<file path="src/rtl/mc_seq_ctrl_if.sv">
// Memory handshake bundle between the sequencer (master) and the
// instruction/data memory subsystem (slave).
interface mc_seq_ctrl_if #(
    parameter int unsigned XLEN = 32
);
    logic            imem_req;
    logic [XLEN-1:0] imem_addr;
    logic            imem_ack;
    logic [XLEN-1:0] imem_rdata;
    logic            dmem_req;
    logic            dmem_we;
    logic            dmem_ack;

    modport master (
        output imem_req, imem_addr, dmem_req, dmem_we,
        input  imem_ack, imem_rdata, dmem_ack
    );

    modport slave (
        input  imem_req, imem_addr, dmem_req, dmem_we,
        output imem_ack, imem_rdata, dmem_ack
    );
endinterface

</file>
<file path="src/rtl/mc_seq_ctrl.sv">
// Handshake-aware multi-cycle sequencer for the RV32I core family.
// Owns the PC and instruction latch, stalls on memory acks with a
// bounded wait, and flags halt (all-zero instruction) and traps.
//
// state | meaning
// ------+---------------------------------------------------------
// IDLE  | waiting for start; pc retained between single steps
// IF    | fetch request at pc, wait for imem_ack (bounded)
// ID    | one-cycle decode strobe; zero instruction halts
// EX    | one-cycle execute strobe
// MEM   | data access (bounded wait) or one idle cycle if no mem_op
// WB    | one-cycle writeback strobe; pc <= pc_next, retire
// HALT  | absorbing, halted=1
// TRAP  | absorbing, trap=1 with trap_cause
module mc_seq_ctrl #(
    parameter int unsigned     XLEN       = 32,
    parameter logic [XLEN-1:0] START_ADDR = '0,
    parameter int unsigned     TIMEOUT    = 15,
    parameter bit              SKIP_MEM   = 1'b1,
    parameter int unsigned     CNT_W      = 32
) (
    input  logic             clk,
    input  logic             rst,
    input  logic             start,
    input  logic             step_mode,
    mc_seq_ctrl_if.master    bus,
    output logic [XLEN-1:0]  inst,
    output logic [XLEN-1:0]  pc,
    output logic             id_en,
    output logic             ex_en,
    output logic             wb_en,
    input  logic             mem_op,
    input  logic             is_store,
    input  logic [XLEN-1:0]  dmem_addr,
    input  logic [XLEN-1:0]  pc_next,
    output logic             halted,
    output logic             trap,
    output logic [2:0]       trap_cause,
    output logic [CNT_W-1:0] cycle_cnt,
    output logic [CNT_W-1:0] instret_cnt
);

    typedef enum logic [2:0] {
        S_IDLE = 3'd0,
        S_IF   = 3'd1,
        S_ID   = 3'd2,
        S_EX   = 3'd3,
        S_MEM  = 3'd4,
        S_WB   = 3'd5,
        S_HALT = 3'd6,
        S_TRAP = 3'd7
    } state_t;

    // The wait counter holds the number of ack-less cycles already spent;
    // the trap fires on the cycle that would make it reach TIMEOUT.
    localparam logic [7:0] WAIT_LAST = 8'(TIMEOUT - 1);

    localparam logic [2:0] CAUSE_IMEM_TO   = 3'd1;
    localparam logic [2:0] CAUSE_DMEM_ALGN = 3'd2;
    localparam logic [2:0] CAUSE_DMEM_TO   = 3'd3;
    localparam logic [2:0] CAUSE_PC_ALGN   = 3'd4;

    state_t           r_state;
    state_t           w_state_nxt;
    logic [7:0]       r_wait;
    logic [XLEN-1:0]  r_pc;
    logic [XLEN-1:0]  r_inst;
    logic             r_halted;
    logic             r_trap;
    logic [2:0]       r_cause;
    logic [CNT_W-1:0] r_cycle;
    logic [CNT_W-1:0] r_instret;

    logic             w_imem_req;
    logic             w_dmem_req;
    logic             w_dmem_we;
    logic             w_id_en;
    logic             w_ex_en;
    logic             w_wb_en;
    logic             w_wait_inc;
    logic             w_latch_inst;
    logic             w_pc_load;
    logic             w_set_halt;
    logic             w_set_trap;
    logic [2:0]       w_cause;
    logic             w_dmem_misalign;
    logic             w_pc_misalign;
    logic             w_active;

    assign w_dmem_misalign = (dmem_addr[1:0] != 2'b00);
    assign w_pc_misalign   = (pc_next[1:0] != 2'b00);
    assign w_active        = (r_state == S_IF) || (r_state == S_ID) || (r_state == S_EX) ||
                             (r_state == S_MEM) || (r_state == S_WB);

    // State register and ack wait counter; the counter restarts on every state change.
    always_ff @(posedge clk) begin
        if (rst) begin
            r_state <= S_IDLE;
            r_wait  <= '0;
        end else begin
            r_state <= w_state_nxt;
            if (w_state_nxt != r_state) begin
                r_wait <= '0;
            end else if (w_wait_inc) begin
                r_wait <= r_wait + 8'd1;
            end
        end
    end

    // Next-state decode and combinational request/strobe outputs.
    always_comb begin
        w_state_nxt  = r_state;
        w_imem_req   = 1'b0;
        w_dmem_req   = 1'b0;
        w_dmem_we    = 1'b0;
        w_id_en      = 1'b0;
        w_ex_en      = 1'b0;
        w_wb_en      = 1'b0;
        w_wait_inc   = 1'b0;
        w_latch_inst = 1'b0;
        w_pc_load    = 1'b0;
        w_set_halt   = 1'b0;
        w_set_trap   = 1'b0;
        w_cause      = 3'd0;
        case (r_state)
            S_IDLE: begin
                if (start) w_state_nxt = S_IF;
            end
            S_IF: begin
                w_imem_req = 1'b1;
                if (bus.imem_ack) begin
                    w_latch_inst = 1'b1;
                    w_state_nxt  = S_ID;
                end else if (r_wait == WAIT_LAST) begin
                    w_set_trap  = 1'b1;
                    w_cause     = CAUSE_IMEM_TO;
                    w_state_nxt = S_TRAP;
                end else begin
                    w_wait_inc = 1'b1;
                end
            end
            S_ID: begin
                w_id_en = 1'b1;
                if (r_inst == '0) begin
                    w_set_halt  = 1'b1;
                    w_state_nxt = S_HALT;
                end else begin
                    w_state_nxt = S_EX;
                end
            end
            S_EX: begin
                w_ex_en = 1'b1;
                if (mem_op || !SKIP_MEM) w_state_nxt = S_MEM;
                else                     w_state_nxt = S_WB;
            end
            S_MEM: begin
                if (!mem_op) begin
                    w_state_nxt = S_WB;
                end else if (w_dmem_misalign) begin
                    w_set_trap  = 1'b1;
                    w_cause     = CAUSE_DMEM_ALGN;
                    w_state_nxt = S_TRAP;
                end else begin
                    w_dmem_req = 1'b1;
                    w_dmem_we  = is_store;
                    if (bus.dmem_ack) begin
                        w_state_nxt = S_WB;
                    end else if (r_wait == WAIT_LAST) begin
                        w_set_trap  = 1'b1;
                        w_cause     = CAUSE_DMEM_TO;
                        w_state_nxt = S_TRAP;
                    end else begin
                        w_wait_inc = 1'b1;
                    end
                end
            end
            S_WB: begin
                w_wb_en = 1'b1;
                if (w_pc_misalign) begin
                    w_set_trap  = 1'b1;
                    w_cause     = CAUSE_PC_ALGN;
                    w_state_nxt = S_TRAP;
                end else begin
                    w_pc_load   = 1'b1;
                    w_state_nxt = step_mode ? S_IDLE : S_IF;
                end
            end
            S_HALT, S_TRAP: begin
                w_state_nxt = r_state;
            end
            default: begin
                w_state_nxt = S_IDLE;
            end
        endcase
    end

    // PC and instruction latch.
    always_ff @(posedge clk) begin
        if (rst) begin
            r_pc   <= START_ADDR;
            r_inst <= '0;
        end else begin
            if (w_latch_inst) r_inst <= bus.imem_rdata;
            if (w_pc_load)    r_pc   <= pc_next;
        end
    end

    // Sticky halt/trap flags; cause is written only on the entry edge.
    always_ff @(posedge clk) begin
        if (rst) begin
            r_halted <= 1'b0;
            r_trap   <= 1'b0;
            r_cause  <= 3'd0;
        end else begin
            if (w_set_halt) r_halted <= 1'b1;
            if (w_set_trap) begin
                r_trap  <= 1'b1;
                r_cause <= w_cause;
            end
        end
    end

    // Free-wrapping performance counters.
    always_ff @(posedge clk) begin
        if (rst) begin
            r_cycle   <= '0;
            r_instret <= '0;
        end else begin
            if (w_active)  r_cycle   <= r_cycle + 1'b1;
            if (w_pc_load) r_instret <= r_instret + 1'b1;
        end
    end

    assign bus.imem_req  = w_imem_req;
    assign bus.imem_addr = r_pc;
    assign bus.dmem_req  = w_dmem_req;
    assign bus.dmem_we   = w_dmem_we;
    assign inst          = r_inst;
    assign pc            = r_pc;
    assign id_en         = w_id_en;
    assign ex_en         = w_ex_en;
    assign wb_en         = w_wb_en;
    assign halted        = r_halted;
    assign trap          = r_trap;
    assign trap_cause    = r_cause;
    assign cycle_cnt     = r_cycle;
    assign instret_cnt   = r_instret;

endmodule

</file>
<file path="src/flat_wrapper.sv">
// flat-port wrapper written by rule: the top's interface ports become plain ports
module mc_seq_ctrl_flat 
#(
    parameter int unsigned     XLEN       = 32,
    parameter logic [XLEN-1:0] START_ADDR = '0,
    parameter int unsigned     TIMEOUT    = 15,
    parameter bit              SKIP_MEM   = 1'b1,
    parameter int unsigned     CNT_W      = 32
)
  (clk, rst, start, step_mode, inst, pc, id_en, ex_en, wb_en, mem_op, is_store, dmem_addr, pc_next, halted, trap, trap_cause, cycle_cnt, instret_cnt, bus_imem_req, bus_imem_addr, bus_dmem_req, bus_dmem_we, bus_imem_ack, bus_imem_rdata, bus_dmem_ack);
  mc_seq_ctrl_if #(.XLEN(XLEN)) bus_i ();
  input  logic clk;
  input  logic rst;
  input  logic start;
  input  logic step_mode;
  output logic [XLEN-1:0] inst;
  output logic [XLEN-1:0] pc;
  output logic id_en;
  output logic ex_en;
  output logic wb_en;
  input  logic mem_op;
  input  logic is_store;
  input  logic [XLEN-1:0] dmem_addr;
  input  logic [XLEN-1:0] pc_next;
  output logic halted;
  output logic trap;
  output logic [2:0] trap_cause;
  output logic [CNT_W-1:0] cycle_cnt;
  output logic [CNT_W-1:0] instret_cnt;
  output wire logic [$bits(bus_i.imem_req)-1:0] bus_imem_req;
  output wire logic [$bits(bus_i.imem_addr)-1:0] bus_imem_addr;
  output wire logic [$bits(bus_i.dmem_req)-1:0] bus_dmem_req;
  output wire logic [$bits(bus_i.dmem_we)-1:0] bus_dmem_we;
  input wire logic [$bits(bus_i.imem_ack)-1:0] bus_imem_ack;
  input wire logic [$bits(bus_i.imem_rdata)-1:0] bus_imem_rdata;
  input wire logic [$bits(bus_i.dmem_ack)-1:0] bus_dmem_ack;
  assign bus_imem_req = bus_i.imem_req;
  assign bus_imem_addr = bus_i.imem_addr;
  assign bus_dmem_req = bus_i.dmem_req;
  assign bus_dmem_we = bus_i.dmem_we;
  assign bus_i.imem_ack = bus_imem_ack;
  assign bus_i.imem_rdata = bus_imem_rdata;
  assign bus_i.dmem_ack = bus_dmem_ack;
  mc_seq_ctrl #(.XLEN(XLEN), .START_ADDR(START_ADDR), .TIMEOUT(TIMEOUT), .SKIP_MEM(SKIP_MEM), .CNT_W(CNT_W)) u_core (.clk(clk), .rst(rst), .start(start), .step_mode(step_mode), .bus(bus_i), .inst(inst), .pc(pc), .id_en(id_en), .ex_en(ex_en), .wb_en(wb_en), .mem_op(mem_op), .is_store(is_store), .dmem_addr(dmem_addr), .pc_next(pc_next), .halted(halted), .trap(trap), .trap_cause(trap_cause), .cycle_cnt(cycle_cnt), .instret_cnt(instret_cnt));
endmodule
</file>
<file path="config.mk">
export PLATFORM = sky130hd
export DESIGN_NAME = mc_seq_ctrl_flat
export DESIGN_NICKNAME = d
export VERILOG_FILES = /design/src/rtl/mc_seq_ctrl_if.sv /design/src/rtl/mc_seq_ctrl.sv /design/src/flat_wrapper.sv
export SDC_FILE = /design/constraint.sdc
export NUM_CORES = 1
export LEC_CHECK = 0
export CORE_ASPECT_RATIO = 0.5
export CORE_MARGIN = 2
export CORE_UTILIZATION = 42
export DETAILED_ROUTE_END_ITERATION = 7
export GPL_ROUTABILITY_DRIVEN = 0
export PLACE_DENSITY = 0.79
export SYNTH_ARGS = -nofsm -noshare
export SYNTH_HDL_FRONTEND = slang
export SYNTH_SLANG_ARGS = --single-unit
</file>
<file path="constraint.sdc">
create_clock -name clk -period 2.9 [get_ports clk]
set_clock_uncertainty 0.05 [all_clocks]
set_input_delay 0.87 -clock clk [delete_from_list [all_inputs] [get_ports clk]]
set_output_delay 0.87 -clock clk [all_outputs]
set_load 0.02 [all_outputs]
</file>
==> results <==
- The number of enable flip-flop cells after synthesis is 0.
- The detail route stage leaves a number of antenna-violating nets equal to 0.
- For this run, asynchronously set or reset flops after synthesis account for 0.
- The final critical path time including I/O delays and setup is ~2.8 ns.
- From bottom edge to top edge, the die measures 90.35 um.
- Summing over every cut layer, the via total after detailed routing is 5892.
- In the synthesized netlist, the cells that appear most often are 152 x nand2_1, 144 x dfxtp_1, 85 x nor2_1.
- The post-layout worst setup margin is 0.05400 ns.
- The delay contributed by the slowest stage of the critical path is 0.49 ns.
- Across the VDD grid, the largest voltage drop is between 0.3 and 0.4 mV.
- The cell leakage power is 3.333 nW.
- The count of buffers from port buffering is 244.
- The relative max-transition margin is 0.5994.
- The violation count after the first detailed-route iteration is 342.
- In this run the clock root is driven by a clkbuf_16.
- The cell with the largest stage delay on the worst path is clkdlybuf4s50_1.
- STA classifies the critical path startpoint as a primary input.
- No sink is reached through more buffers than the 2 on the longest clock path.
- The initial core utilization is 0.4317.
- Walking the worst path, the cells encountered are clkdlybuf4s50_1, nand2_1, nor3_2, clkdlybuf4s15_1.
- Counting the buffers created by CTS gives 17.
- The type of the worst setup path is primary input to primary output.
- The cell internal power dissipation is 0.003701 W.
- In this run the worst path has a maximum fanout of 2.
- The initial antenna violation count is 0.
- Summing every instance area after synthesis gives about 6300 sq um.
- The final setup violation count is 0.
- Of the total power, the share spent switching nets is 0.2591.
- Summed over all instances, the cell type with the most area after synthesis is dfxtp_1.
- The buffer count from post-CTS setup fixing is 0.
- The cell count of the worst reg-to-reg path is 6.
- The remaining routing DRC violations is 0.
- The post-synthesis cell count is 757.
- The number of synthesized register bits is 144.
- The buffer and inverter count on the worst path is 2.
- The critical path runs through a total of 4 cells.
- The worst hold path stage count is 2.
- After legalization and detailed placement, the total HPWL measured 12.22 mm.
- The first global-routing pass estimated 26.85 mm of wire.
- The number of optimization iterations in the first detailed-route pass is 4.
- Data on the critical path is required at its endpoint by ~2.0 ns.
- A synthesized cell averages 8.272 sq um.
- Dividing the final minimum period by the clock period gives 0.9814.
- The standard-cell row count is 31.
- The number of global-route vias before repair is between 5000 and 6000.
- In the final layout, flip-flops and latches occupy 2883 sq um.
- The most common cell in the synthesized netlist is nand2_1.
- The pin slew with the least headroom to its limit is about 0.60 ns.
- Fill cells in the final layout number 1203.
- The final layout contains 1086 nets.
- The logic gate share of total power is 0.151.
- The CTS clock-pin slew for the worst setup and hold paths is about 0.050 ns.
- Across the run, the number of max-cap violations was 0.
- The path class of the tightest hold or removal check is register to register.
- The overflow left after global routing is 0.
- The top cell family by delay on the critical path is buffers and inverters.
- The die is 176.7 um wide.
- The net count after synthesis is 865.
- The power density over the cells is roughly 530 nW/um^2.
- The commonest register cell after synthesis is dfxtp_1.
- The via density per instance is between 4 and 5.
- The aggregate global-route resource usage is 0.2050.
- The sequential fraction of the synthesis area is 0.4603.
- The total detailed-routing wirelength is between 15 and 20 mm.
- Sorting the synthesized cells by area gives the leading types as dfxtp_1 46%, nand2_1 9.1%, a21oi_1 6.0%.
- The detailed-route wire length per cell is around 14 um.
- At the worst endpoint, the arrival time is 1.93 ns.
- The placement-stage worst setup slack is -0.3969 ns.
- The share of final-layout standard cells stronger than drive strength 1 is 0.07669.
- The tightest hold margin is 0.4016 ns.
- STA classifies the critical path endpoint as a primary output.
- The clock reaches the later pin of the worst-skew pair after roughly 0.41 ns.
- For this design, the sink count on the clock tree is around 140.
- Timing would allow up to 0.3514 GHz.
- The run finished with clean final reports.
- The number of antenna diodes in the final layout is 0.
- Setup repair after global routing left no endpoint under its margin.
- The floorplan step defined a core boundary enclosing approximately 15000 sq um.
- The area share of the largest cell type after synthesis is 0.4603.
- The area of the multi-input gates is roughly 2900 sq um.
- After synthesis, the netlist uses 53 different library cells.
- For this run, the share of the core covered by cells in the final layout is 0.6451.
- The net switching power of the design is 0.001294 W.
- The area added between synthesis and finish is 49.43%.
- The pin count of the biggest net entering global routing is between 100 and 150.
- TritonCTS built the clock tree.
- The Yosys step of the flow raised 0 warnings.
- The share of total power dissipated in the clock network is 0.429.
- The final number of hold-violating endpoints is 0.
- During I/O placement, the number of pins put on the boundary was ~280.
- The die covers 15960 sq um.
- The register share of total power is 0.420.
- The final number of max-transition violations is 0.
- The number of H-tree branching levels is 4.
==> kinds of logic after synthesis <==
| family | after synthesis | synth area share |
|---|---|---|
| adders and majority gates | 4 | 0.007992 |
| buffers and inverters | 81 | 0.07113 |
| AOI/OAI and AO/OA | 105 | 0.09990 |
| and+or+nand+nor | 359 | 0.2707 |
| muxes | 2 | 0.003197 |
| xor gates and xnor gates | 62 | 0.08671 |
| DFF | 144 | 0.4603 |
==> flip-flops by register name (all words and copies together) (netlist names) <==
register	flops
u_core.cycle_cnt	32
u_core.trap	1
u_core.r_state	3
u_core.r_wait	8
u_core.inst	32
u_core.instret_cnt	32
u_core.bus.imem_addr	32
u_core.trap_cause	3
u_core.halted	1
==> power by group through the flow <==
stage / registers (W) / logic (W) / clock network [W]
detailed placement: 0.00214 / 0.000750 / 0
global route: 0.00211 / 0.000815 / 0.00228
finish: 0.00210 / 0.000753 / 0.00215
global placement: 0.00214 / 0.000737 / 0
floorplan: 0.00220 / 0.000347 / 0
CTS: 0.00210 / 0.000755 / 0.00219
==> worst register-to-register path, cell delays in order (launching register included) <==
cell and delay (ns):
dfxtp_1 0.31, buf_4 0.19, and4b_4 0.39, nand4_4 0.13, or4_4 0.61, or3_1 0.34, a21oi_1 0.15
==> stage by stage <==
step                instance area (sq um)  setup TNS, ns  instances  power [W]
CTS                                  9343              0       1189   0.005043
finish                               9358              0       1189   0.004994
detailed placement                   8765         -3.166       1157   0.002890
global route                         9358              0       1189   0.005200
floorplan                            6262              0        757   0.002546
global placement                     8765         -2.542       1157   0.002874
==> repair_timing <==
item                       4_1_cts  5_1_grt
setup endpoints to repair        3        9
cloned                           0        0
hold buffers                     0        0
gates resized for setup          7        5
==> area by class of cell <==
class,instances,share of cell area
clock buffers,20,0.04773
repair buffers,271,0.2839
clock inverters,12,0.01431
well taps,198,0.02647
multi-input cells,532,0.3147
inverters,12,0.004813
flip-flops and latches,144,0.3081
==> layout by cell type (no fill, tap or decap), types with 8 or more instances in the layout <==
cell,instances
clkdlybuf4s50_1,237
nand2_1,152
dfxtp_1,144
nor2_1,85
a21oi_1,75
xor2_1,42
nand3_1,32
buf_4,27
xnor2_1,20
clkbuf_16,17
nand4_1,12
inv_1,12
nor4_1,11
and3_1,10
o21ai_0,9
and2_1,8
==> worst paths after layout <==
check                                                           end                          from  slack [ns]
worst max-delay path                                   bus_dmem_req                        mem_op        0.05
worst min-delay path                       u_core.trap$_SDFFE_PP0P_      u_core.trap$_SDFFE_PP0P_        0.40
worst max register to register  u_core.instret_cnt[24]$_SDFFE_PP0P_  u_core.r_state[1]$_SDFF_PP0_        0.68
worst min register to register             u_core.trap$_SDFFE_PP0P_      u_core.trap$_SDFFE_PP0P_        0.40
==> per-layer routing <==
layer / vias up / global-route usage / wire [um]
li1: 2943 / - / -
met1: 2820 / 0.2464 / 7091
met2: 109 / 0.3717 / 8920
met3: 20 / 0.03535 / 526
met4: 0 / 0.06543 / 246
met5: - / 0 / 0
No activity file was read; power rests on OpenSTA's default activity.
